**src/rtl/tx_arbiter.sv**
```systemverilog
// Round-robin arbiter that shares one byte transmitter among N requesters.
// One byte per grant, a fixed idle gap afterwards, and a watchdog that aborts a stuck byte.
module tx_arbiter #(
  parameter int N          = 4,
  parameter int GAP_CYCLES = 2,
  parameter int TIMEOUT    = 100_000,
  localparam int IW        = (N > 1) ? $clog2(N) : 1
) (
  input  logic            clk,
  input  logic            rst_n,
  input  logic [N-1:0]    req,
  input  logic [N*8-1:0]  req_data,
  output logic [N-1:0]    ack,
  output logic [N-1:0]    err,
  output logic            busy,
  output logic [IW-1:0]   grant_idx,
  output logic            tx_en_sig,
  output logic [7:0]      tx_data,
  input  logic            tx_done_sig
);

  localparam int WW = (TIMEOUT > 1) ? $clog2(TIMEOUT) : 1;
  localparam int GW = (GAP_CYCLES > 1) ? $clog2(GAP_CYCLES) : 1;
  localparam logic [WW-1:0] WD_LAST  = (TIMEOUT > 0) ? WW'(TIMEOUT - 1) : '0;
  localparam logic [GW-1:0] GAP_LAST = GW'(GAP_CYCLES - 1);
  localparam logic [IW-1:0] LAST_IDX = IW'(N - 1);
  localparam logic [IW:0]   N_WIDE   = (IW + 1)'(N);

  typedef enum logic [1:0] {IDLE, SEND, GAP} state_t;

  state_t          state, state_nxt;
  logic [IW-1:0]   ptr;
  logic [IW-1:0]   ptr_nxt;
  logic [IW-1:0]   pick;
  logic [IW:0]     sum;
  logic            found;
  logic            wd_expire;
  logic [WW-1:0]   wd;
  logic [GW-1:0]   gap_cnt;

  // Scan requesters starting at ptr, wrapping once; first hit wins.
  always_comb begin
    found     = 1'b0;
    pick      = '0;
    sum       = '0;
    state_nxt = state;
    ptr_nxt   = (grant_idx == LAST_IDX) ? '0 : grant_idx + 1'b1;
    wd_expire = (TIMEOUT != 0) && (wd == WD_LAST);
    for (int off = 0; off < N; off++) begin
      sum = {1'b0, ptr} + (IW + 1)'(off);
      if (sum >= N_WIDE) sum = sum - N_WIDE;
      if (!found && req[sum[IW-1:0]]) begin
        found = 1'b1;
        pick  = sum[IW-1:0];
      end
    end
    case (state)
      IDLE:    if (found) state_nxt = SEND;
      SEND:    if (tx_done_sig || wd_expire) state_nxt = GAP;
      GAP:     if (gap_cnt == GAP_LAST) state_nxt = IDLE;
      default: state_nxt = IDLE;
    endcase
  end

  always_ff @(posedge clk or negedge rst_n) begin
    if (!rst_n) begin
      state     <= IDLE;
      ptr       <= '0;
      grant_idx <= '0;
      tx_en_sig <= 1'b0;
      tx_data   <= 8'h00;
      ack       <= '0;
      err       <= '0;
      busy      <= 1'b0;
      wd        <= '0;
      gap_cnt   <= '0;
    end else begin
      state <= state_nxt;
      ack   <= '0;
      err   <= '0;
      case (state)
        IDLE: begin
          if (found) begin
            tx_data   <= req_data[8*pick +: 8];
            grant_idx <= pick;
            tx_en_sig <= 1'b1;
            busy      <= 1'b1;
            wd        <= '0;
          end
        end
        SEND: begin
          // A completion in the watchdog's last cycle still counts as success.
          if (tx_done_sig) begin
            tx_en_sig <= 1'b0;
            ack       <= N'(1) << grant_idx;
            ptr       <= ptr_nxt;
            gap_cnt   <= '0;
          end else if (wd_expire) begin
            tx_en_sig <= 1'b0;
            err       <= N'(1) << grant_idx;
            ptr       <= ptr_nxt;
            gap_cnt   <= '0;
          end else if (TIMEOUT != 0) begin
            wd <= wd + 1'b1;
          end
        end
        GAP: begin
          if (gap_cnt == GAP_LAST) busy <= 1'b0;
          else gap_cnt <= gap_cnt + 1'b1;
        end
        default: begin
          tx_en_sig <= 1'b0;
          busy      <= 1'b0;
        end
      endcase
    end
  end

endmodule
```
**config.mk**
```make
export PLATFORM = sky130hd
export DESIGN_NAME = tx_arbiter
export DESIGN_NICKNAME = d
export VERILOG_FILES = /design/src/rtl/tx_arbiter.sv
export SDC_FILE = /design/constraint.sdc
export NUM_CORES = 1
export LEC_CHECK = 0
export CAP_MARGIN = 40
export CORE_ASPECT_RATIO = 0.6
export CORE_UTILIZATION = 48
export CTS_CLUSTER_DIAMETER = 60
export DETAILED_ROUTE_END_ITERATION = 16
export PLACE_DENSITY_LB_ADDON = 0.05
export SYNTH_ARGS = -nofsm -noshare
export SYNTH_HDL_FRONTEND = slang
export SYNTH_SLANG_ARGS = --single-unit
```
**constraint.sdc**
```tcl
create_clock -name clk -period 2 [get_ports clk]
set_input_delay 0.6 -clock clk [delete_from_list [all_inputs] [get_ports clk]]
set_output_delay 0.6 -clock clk [all_outputs]
set_load 0.1 [all_outputs]
```
==> metrics.md, run 1 <==
| Metric | Value |
|---|---|
| Cells after DPL | 341 |
| Crit path largest cell delay | 0.45 ns |
| Leakage power | between 1.5 and 2 nW |
| RSZ-0062 raised after global routing | yes |
| Met2 GRT Util | 0.3718 |
| Die ar. | around 0.0048 mm2 |
| Area grow syn2layout | 55.73% |
| Final WL | 5387 um |
| Final worst slack | around 0.0051 ns |
| Diode count | 0 |
| Met1 Track Usage GR | 0.3468 |
| Kind of start point of the critical path | input pin |
| Sequential area share after synthesis | 0.4841 |
| Top_reg_cell synth | dfrtp_1 |
| Total Neg Setup Slack | 0 ns |
| HP Class | input pin to asynchronous set/reset pin |
| Unique cell type count in the Yosys netlist | 45 |
| Met3 Track Usage GR | 0.05982 |
| Origin of the critical flop-to-flop path | wd[11] |
| Final Hold Viols | 0 |
| Post-place setup slack | -0.3786 ns |
| Tot GR Track Use | 0.2404 |
| Critical path origin | req[1] |
| Crit-path max FO | 9 |
| Most common cell after layout, fill and taps aside | dfrtp_1 |
| DRC Markers | 0 |
| Clock Skew | 0.008853 ns |
| R2R depth | 5 |
| CP arrival | between 2 and 2.5 ns |
| CP Capture Type | flip-flop |
| Num CTS Buffers | 5 |
| Drt wl/cell | 15.35 um |
| DIE HEIGHT | 54.09 um |
| CTS Root Cell | clkbuf_8 |
| Setup CP Type | input pin to flip-flop |
| Antenna viol nets, final | 0 |
| Max-slew headroom | 0.6493 |
| H-tree depth | 2 |
| Reg-to-reg slack, setup | about 0.060 ns |
| Via density | 5.390 |
| FFs w/ async S/R, synth | 1.000 |
| Fillers | 269 |
| # setup viols final | 0 |
| Slowest CP cell | clkdlybuf4s50_1 |
| Fraction of layout cells with a size suffix above 1 | 0.2715 |
| Crit path to | tx_data[7] |
| First-pass GRT wire length | ~8400 um |
| TritonCTS clock tree | yes |
| Clock slew seen by the registers of the worst setup and hold paths | 0.08 ns |
| Initial Util | 0.5154 |
| Peak VDD IR | 874.7 uV |
| Antenna violations before repair | 0 |
| Max_cap viols | 0 |
| Largest net degree at the start of global routing | 43 |
| Worst slew pin tran | 0.5260 ns |
| Gpl congestion | 0.8427 |
| Clk Latency, worst-skew pair | 0.29 ns |
| Core box area | 0.004212 mm2 |
| Final instance count without filler cells | about 350 |
| Clock sink count | 42 |
| Worst reg2reg endpoint | ptr[0] |
| Synth Register Bits | 42 |
| Post-layout min period | 1.995 ns |
| Status | complete, no violations |
| Gate Count Post-Synth | 205 |
| Crit path cell chain | clkdlybuf4s50_1 > buf_4 > a21o_1 > a21boi_0 > o22ai_1 > or2_4 > o221ai_2 |
| DRT Pass-1 Iters | 4 |
| Drt first-iter violations | 100 |
| Port Buffers | 58 |
| Global route overflow | 0 |
| Post-Synthesis Cell Area | between 0.002 and 0.0025 mm2 |
| Post-Syn Nets | 249 |
| I/O Pins | 59 |
| Reg area | ~0.0011 mm2 |
| Clock tree buffer depth | 2 |
| Die Span X | 88.82 um |
| Total via count in the routed design | 1892 |
| Final Cycle Share | 0.9975 |
| CP required | ~2.2 ns |
| Vias in the first global route | 1770 |
| Core Rows | 18 |
| Most frequent cells in the layout | dfrtp_1, clkdlybuf4s50_1, buf_4 |
| Finished Core Util | 0.8027 |
| Maximum clock frequency | between 0.5 and 0.6 GHz |
| Max Slew Vio Count | 0 |
| Area of the multi-input gates | 0.001101 mm2 |
| Busiest grt layer | met2 |
| Synth warn | 0 |
| Syn Area/Cell | between 10 and 15 um2 |
| EDFF count, synth | 0 |
| Power density of the placed cells | 1440 mW/mm2 |
| Final nets | 334 |
| Final HPWL DP | approximately 4100 um |
[per-stage QoR]
stage                     instance area (um2)  power (mW)  hold WS, ns
final                                    3381       4.867       0.3604
after global routing                     3381       5.103       0.3997
after CTS                                3324       4.780       0.3810
after detailed placement                 3171       4.074       0.4854
after global placement                   3171       4.019       0.4785
after floorplan                          2171       2.938       0.3044
[how the worst min path moves through the flow]
stage,cells after the start,start,to
2_1_floorplan,0,rst_n,ack[0]
3_3_place_gp,1,gap_cnt,state[1]
3_5_place_dp,1,gap_cnt,state[1]
4_1_cts,2,rst_n,grant_idx[1]
5_1_grt,2,rst_n,grant_idx[1]
6_report,2,rst_n,gap_cnt
[routing by layer]
metal,vias up,routed length (um)
li1,910,-
met5,-,0
met2,59,2489
met1,921,2598
met4,0,12
met3,2,286
[flip-flops by register name, summed over array words and instances, names as in the netlist, 2 cells and up]
name,cells
state,2
tx_data,8
grant_idx,2
ptr,2
wd,17
ack,4
err,4
[cells by family after synthesis]
logic type                 Yosys count  synth area share
muxes                               18           0.08415
xor gates and xnor gates            12           0.04842
buffers and inverters               15           0.03573
DFF                                 42            0.4842
adders and majority gates            5           0.02882
and+or+nand+nor                     80            0.1977
AOI/OAI and AO/OA                   33            0.1210
[worst max-delay path: cells and delay by family]
| kind | cells | cell delay, ns |
|---|---|---|
| compound gates | 4 | 0.67 |
| buf+inv | 2 | 0.63 |
| simple gates | 1 | 0.31 |
[cell type report]
type,instances,share of cell area
clock inverters,3,0.01332
well taps,60,0.02221
clock buffers,5,0.02036
flip-flops and latches,42,0.3109
inverters,9,0.009993
multi-input cells,148,0.3257
repair buffers,84,0.2976
[power breakdown]
part	leakage, nW	internal (mW)	switching [mW]
combinational	0.953	1.19	1.73
clock	0.0504	0.371	0.297
sequential	0.552	1.05	0.233
[synthesized netlist by cell type (3+ instances only)]
cell / number / share of area
and3_1: 10 / 0.029
nor2_1: 19 / 0.033
xor2_1: 9 / 0.036
nand2_1: 17 / 0.029
nand3_1: 8 / 0.018
nand4_1: 5 / 0.014
o21ai_1: 3 / 0.0069
o21ai_0: 4 / 0.0092
inv_1: 9 / 0.016
ha_1: 5 / 0.029
xnor2_1: 3 / 0.012
o211ai_1: 4 / 0.014
dfrtp_1: 42 / 0.48
nor2b_1: 3 / 0.0086
mux2i_1: 16 / 0.074
o22ai_1: 3 / 0.0086
o221ai_1: 7 / 0.028
[repair_timing]
action / CTS / global route
pin swaps: 0 / 2
endpoints found under the setup margin: 14 / 12
gates resized for setup: 10 / 7
hold buffers: 0 / 0
buffers inserted: 0 / 1
cloned: 0 / 1
Note: power is estimated with default switching activity, not from simulation.
==> run 2, diff against run 1 <==
--- a/config.mk
+++ b/config.mk
@@ -8,6 +8,7 @@
 export CAP_MARGIN = 40
 export CORE_ASPECT_RATIO = 0.6
 export CORE_UTILIZATION = 48
+export CTS_BUF_LIST = sky130_fd_sc_hd__clkbuf_16
 export CTS_CLUSTER_DIAMETER = 60
 export DETAILED_ROUTE_END_ITERATION = 16
 export PLACE_DENSITY_LB_ADDON = 0.05
==> run 2 against run 1 <==
Net effect:
- via count up 3.3%
- critical path type unchanged
- total power up 7.0%
- flip-flop and latch count unchanged
- hold slack better by 0.011 ns
- non-clock buffer count down 1
- sequential share of layout area down 0.85 points
- wire length up 11%
- global-route usage up 1.9 points
- die area unchanged
- core utilization up 2.3 points
- combinational power up 2%
- cell count unchanged
==> metrics.md, run 2 (same netlist as run 1, synthesis figures left out) <==
| Metric | Value |
|---|---|
| Status | complete, no violations |
| Top reg by flops | wd |
| Crit path max-delay family | simple AND/OR/NAND/NOR gates |
| Post-CTS Hold Buffers | 0 |
| Max Slew Vio Count | 0 |
| Most frequent cells in the layout | dfrtp_1, clkdlybuf4s50_1, buf_4 |
| I/O Pins | 59 |
| Final HPWL DP | 4133 um |
| Drt first-iter violations | between 100 and 150 |
| DIE HEIGHT | 54.09 um |
| Final nets | ~330 |
| Max_cap viols | 0 |
| Final Cycle Share | 0.9970 |
| Diode count | 0 |
| CP bufs+invs | 1 |
| WHS | 0.3709 ns |
| Port Buffers | 58 |
| Peak VDD IR | a little under 1000 uV |
| TritonCTS clock tree | yes |
| Clock tree buffer depth | 2 |
| Global route overflow | 0 |
| Gpl congestion | ~0.84 |
| Crit path largest cell delay | 0.43 ns |
| R2R depth | 5 |
| Setup CP Type | input pin to flip-flop |
| Core Rows | 18 |
| Most common cell after layout, fill and taps aside | dfrtp_1 |
| Largest register FFs | 17 |
| Die Span X | 88.82 um |
| Crit path cell chain | clkdlybuf4s50_1 > or3b_4 > nor3_2 > nand4_1 > xor2_1 > nor2_1 |
| CP required | 2.18 ns |
| Crit-path max FO | 4 |
| CP arrival | 2.17 ns |
| Initial Util | 0.5154 |
| Tot GR Track Use | 0.2597 |
| HP Class | input pin to asynchronous set/reset pin |
| Via density | between 5 and 6 |
| Clock slew seen by the registers of the worst setup and hold paths | 0.07 ns |
| Max-slew headroom | 0.6464 |
| Antenna viol nets, final | 0 |
| Die ar. | approximately 0.0048 mm2 |
| Core box area | 0.004212 mm2 |
| Drt wl/cell | 17.08 um |
| Clk Latency, worst-skew pair | 0.29 ns |
| Post-layout min period | between 1.5 and 2 ns |
| RSZ-0062 raised after global routing | yes |
| Largest net degree at the start of global routing | 43 |
| Fraction of layout cells with a size suffix above 1 | 0.2818 |
| H-tree depth | 2 |
| # setup viols final | 0 |
| Critical path depth | 6 |
| Leakage power | 1.612 nW |
| Final WL | 5995 um |
| Area grow syn2layout | 60.12% |
| DRT Pass-1 Iters | 4 |
| First-pass GRT wire length | 8976 um |
| Num CTS Buffers | 5 |
| Final Hold Viols | 0 |
| Worst slew pin tran | 0.5305 ns |
| Antenna violations before repair | 0 |
| Power density of the placed cells | 1498 mW/mm2 |
| Kind of start point of the critical path | input pin |
| Total via count in the routed design | 1954 |
| Pwr Total | 5.207 mW |
| Vias in the first global route | 1863 |
| Clock sink count | 42 |
| Largest regs | wd (17), tx_data (8) |
| Clock Skew | 0.007695 ns |
| Slowest CP cell | clkdlybuf4s50_1 |
| DRC Markers | 0 |
| Fillers | 253 |
| CP Capture Type | flip-flop |
| CTS Root Cell | clkbuf_16 |
| Maximum clock frequency | 0.5015 GHz |
run 2: cell count changes in the layout (fill, tap and decap cells not counted), moves of 2 or more:
cell       previous run  this run
clkbuf_8              5         0
o21ai_4               0         2
clkbuf_16             1         6
o21ai_2               3         1
run 2: power breakdown:
part	switching, mW	total [mW]	internal (mW)
combinational	1.78	2.98	1.21
sequential	0.240	1.29	1.05
clock	0.343	0.931	0.588
total	2.36	5.21	2.85
run 2: final cells by class:
class / count / area [um2] / share of cell area
multi-input combinational: 149 / 1145 / 0.3294
sequential: 42 / 1051 / 0.3024
timing repair buffer: 83 / 1001 / 0.2880
clock buffer: 5 / 125.1 / 0.03600
tap: 60 / 75.07 / 0.02160
clock inverter: 3 / 45.04 / 0.01296
inverter: 9 / 33.78 / 0.009719
run 2: through the flow:
step / util / setup TNS (ns) / cells / area, um2 / worst slack [ns]
after floorplan: - / 0 / 205 / 2171 / 0.1848
after CTS: 0.8045 / 0 / 349 / 3388 / 0.004536
final: 0.8253 / 0 / 351 / 3476 / 0.006077
after global routing: 0.8253 / -0.1754 / 351 / 3476 / -0.05415
after global placement: 0.7528 / -6.043 / 341 / 3171 / -0.3588
after detailed placement: 0.7528 / -6.901 / 341 / 3171 / -0.3786
run 2: worst reg2reg max path: cells and delay by family, from the launching register on:
kind	cells	cell delay, ns
AO/OA/AOI/OAI	1	0.12
flip-flops	1	0.43
multiplexers	1	0.28
AND/OR/NAND/NOR	3	0.97
run 2: layer usage:
metal | routed length, um | vias up | global-route usage
li1 | - | 918 | -
met1 | 2759 | 959 | 0.3599
met2 | 2796 | 67 | 0.3936
met3 | 371 | 10 | 0.07055
met4 | 68 | 0 | 0.09140
met5 | 0 | - | 0
run 2: final timing paths:
path | slack, ns | endpoint | from
min in group clk | 0.50 | state[1] | gap_cnt
hold / removal | 0.37 | busy | rst_n
setup / recovery | 0.006 | wd[15] | tx_done_sig
setup reg to reg | 0.08 | ptr[0] | wd[11]
hold reg to reg | 0.50 | state[1] | gap_cnt
max in group asynchronous | 1.26 | wd[3] | rst_n
run 2: timing repair:
action / in CTS / in global routing
gates cloned: 0 / 2
setup buffers: 0 / 1
setup endpoints to repair: 16 / 14
pin swaps: 0 / 4
resized for setup: 12 / 14
==> run 3, diff against run 2 <==
--- a/config.mk
+++ b/config.mk
@@ -12,6 +12,8 @@
 export CTS_CLUSTER_DIAMETER = 60
 export DETAILED_ROUTE_END_ITERATION = 16
 export PLACE_DENSITY_LB_ADDON = 0.05
+export RECOVER_POWER = 25
+export SETUP_SLACK_MARGIN = 0.05
 export SYNTH_ARGS = -nofsm -noshare
 export SYNTH_HDL_FRONTEND = slang
 export SYNTH_SLANG_ARGS = --single-unit
==> constraint.sdc (replaced) <==
create_clock -name clk -period 2 [get_ports clk]
set_input_delay 0.6 -clock clk [delete_from_list [all_inputs] [get_ports clk]]
set_output_delay 0.6 -clock clk [all_outputs]
set_load 0.05 [all_outputs]
==> run 3 against run 2 <==
Net effect:
- sequential share of layout area up 1.9 points
- worst setup slack better by 0.086 ns
- core utilization fell by 5.0 points
- count of clock-buffer cells in the layout stayed put
- non-clock buffer count is 5 higher
==> metrics.md, run 3 (same netlist as run 1, synthesis figures left out) <==
| Metric | Value |
|---|---|
| Clock tree buffer depth | 2 |
| Highest metal used | met4 |
| Drt first-iter violations | 80 |
| Core box area | 0.004212 mm2 |
| HP Class | flip-flop to flip-flop |
| Most common cell after layout, fill and taps aside | buf_4 |
| Final WL | 5357 um |
| Core Rows | 18 |
| Top reg by flops | wd |
| Final Cycle Share | 0.9539 |
| Final HPWL DP | 3789 um |
| Leakage power | between 1.5 and 2 nW |
| Clock slew seen by the registers of the worst setup and hold paths | 0.06 ns |
| Post-CTS Hold Buffers | 0 |
| Max-slew headroom | 0.3307 |
| DIE HEIGHT | 54.09 um |
| Area grow syn2layout | 50.49% |
| Sw frac | 0.4054 |
| Post-layout min period | 1.908 ns |
| Max_cap viols | 0 |
| Critical path origin | wd[0] |
| Switching power | 1.755 mW |
| Final nets | 339 |
| Status | complete, no violations |
| Final Hold Viols | 0 |
| I/O Pins | 59 |
| Largest net degree at the start of global routing | 43 |
| Power density of the placed cells | roughly 1300 mW/mm2 |
| Largest regs | wd (17), tx_data (8) |
| CP Capture Type | flip-flop |
| Initial Util | 0.5154 |
| Clock power frac | 0.203 |
| DRT Pass-1 Iters | 4 |
| Origin of the critical flop-to-flop path | wd[0] |
| Post-DP Area | 0.002948 mm2 |
| First-pass GRT wire length | approximately 8600 um |
| Worst slew pin tran | 1.004 ns |
| Comb power frac | 0.516 |
| DR WL met2 | 2310 um |
| Port Buffers | 58 |
| Finished Core Util | 0.7757 |
| Pwr Total | roughly 4.3 mW |
| Total via count in the routed design | 1859 |
| Most frequent cells in the layout | buf_4, dfrtp_1, clkdlybuf4s50_1 |
| Peak VDD IR | approximately 800 uV |
| Vias in the first global route | around 1800 |
| DRC Markers | 0 |
| Setup CP Type | flip-flop to flip-flop |
| Flop pwr share | 0.281 |
| WL met3 | 267 um |
| Drt wl/cell | 15.09 um |
| Gpl congestion | between 0.8 and 0.9 |
| Clk Latency, worst-skew pair | 0.28 ns |
| Largest register FFs | 17 |
| CP arrival | 2.07 ns |
| CTS Root Cell | clkbuf_16 |
| Metal1 wirelength | approximately 2700 um |
| Finished Cell Area | between 0.003 and 0.004 mm2 |
| Tot GR Track Use | 0.2520 |
| Worst Min Path Start | gap_cnt |
| Die Span X | 88.82 um |
| Maximum clock frequency | 0.5241 GHz |
| RSZ-0062 raised after global routing | yes |
| Internal Dissipation | between 2 and 3 mW |
| Antenna violations before repair | 0 |
| # setup viols final | 0 |
| TritonCTS clock tree | yes |
| Clock sink count | 42 |
| Kind of start point of the critical path | flip-flop |
| Antenna viol nets, final | 0 |
| Via density | ~5.2 |
| Diode count | 0 |
| H-tree depth | 2 |
| WHS | 0.4856 ns |
| CP required | around 2.2 ns |
| Die ar. | about 0.0048 mm2 |
| Fillers | 288 |
| Global route overflow | 0 |
| Num CTS Buffers | 5 |
| Crit-path max FO | 4 |
| Max Slew Vio Count | 0 |
| Clock Skew | 0.001713 ns |
| Fraction of layout cells with a size suffix above 1 | 0.2881 |
run 3: per-stage QoR:
step | setup slack, ns | cells | TNS [ns]
after floorplan | 0.1898 | 205 | 0
after global placement | -0.3617 | 343 | -6.110
after detailed placement | -0.4265 | 343 | -7.142
after CTS | 0.02961 | 352 | 0
after global routing | -0.004121 | 355 | -0.004121
final | 0.09212 | 355 | 0
run 3: metal layers:
layer / track usage / vias up
met3: 0.07055 / 7
met5: 0 / -
met1: 0.3495 / 872
met4: 0.06452 / 0
li1: - / 932
met2: 0.3897 / 48
run 3: final timing paths:
path                             to  cells after the start  slack [ns]
max                          ptr[0]                      6        0.09
min                        state[1]                      1        0.49
max reg2reg                  ptr[0]                      6        0.09
min reg2reg                state[1]                      1        0.49
max in group asynchronous     wd[7]                      2        0.81
min in group asynchronous    ptr[0]                      2        0.56
run 3: critical path, cell delays in order (launching register included):
cell     delay [ns]
dfrtp_1        0.38
ha_1           0.22
and4_1         0.21
nand4_1        0.22
nor2_1         0.12
o21ai_2        0.26
mux2_2         0.38
run 3: area by class of cell:
| class | instances | area, um2 | share of cell area |
|---|---|---|---|
| multi-input combinational | 149 | 1150 | 0.3520 |
| clock inverter | 2 | 33.78 | 0.01034 |
| tap | 60 | 75.07 | 0.02298 |
| inverter | 9 | 33.78 | 0.01034 |
| sequential | 42 | 1051 | 0.3217 |
| clock buffer | 5 | 125.1 | 0.03830 |
| timing repair buffer | 88 | 798.3 | 0.2444 |
run 3: power groups by stage:
stage / Sequential [mW] / Combinational, mW / Clock [mW]
after global placement: 1.21 / 1.95 / 0
after detailed placement: 1.21 / 1.99 / 0
after global routing: 1.25 / 2.39 / 0.924
after floorplan: 1.67 / 0.787 / 0
after CTS: 1.21 / 2.12 / 0.893
final: 1.22 / 2.23 / 0.878
run 3: timing repair:
action | 4_1_cts | 5_1_grt
setup endpoints to repair | 22 | 19
pin swaps | 3 | 5
resized for setup | 15 | 13
setup buffers | 1 | 2
cloned | 1 | 1
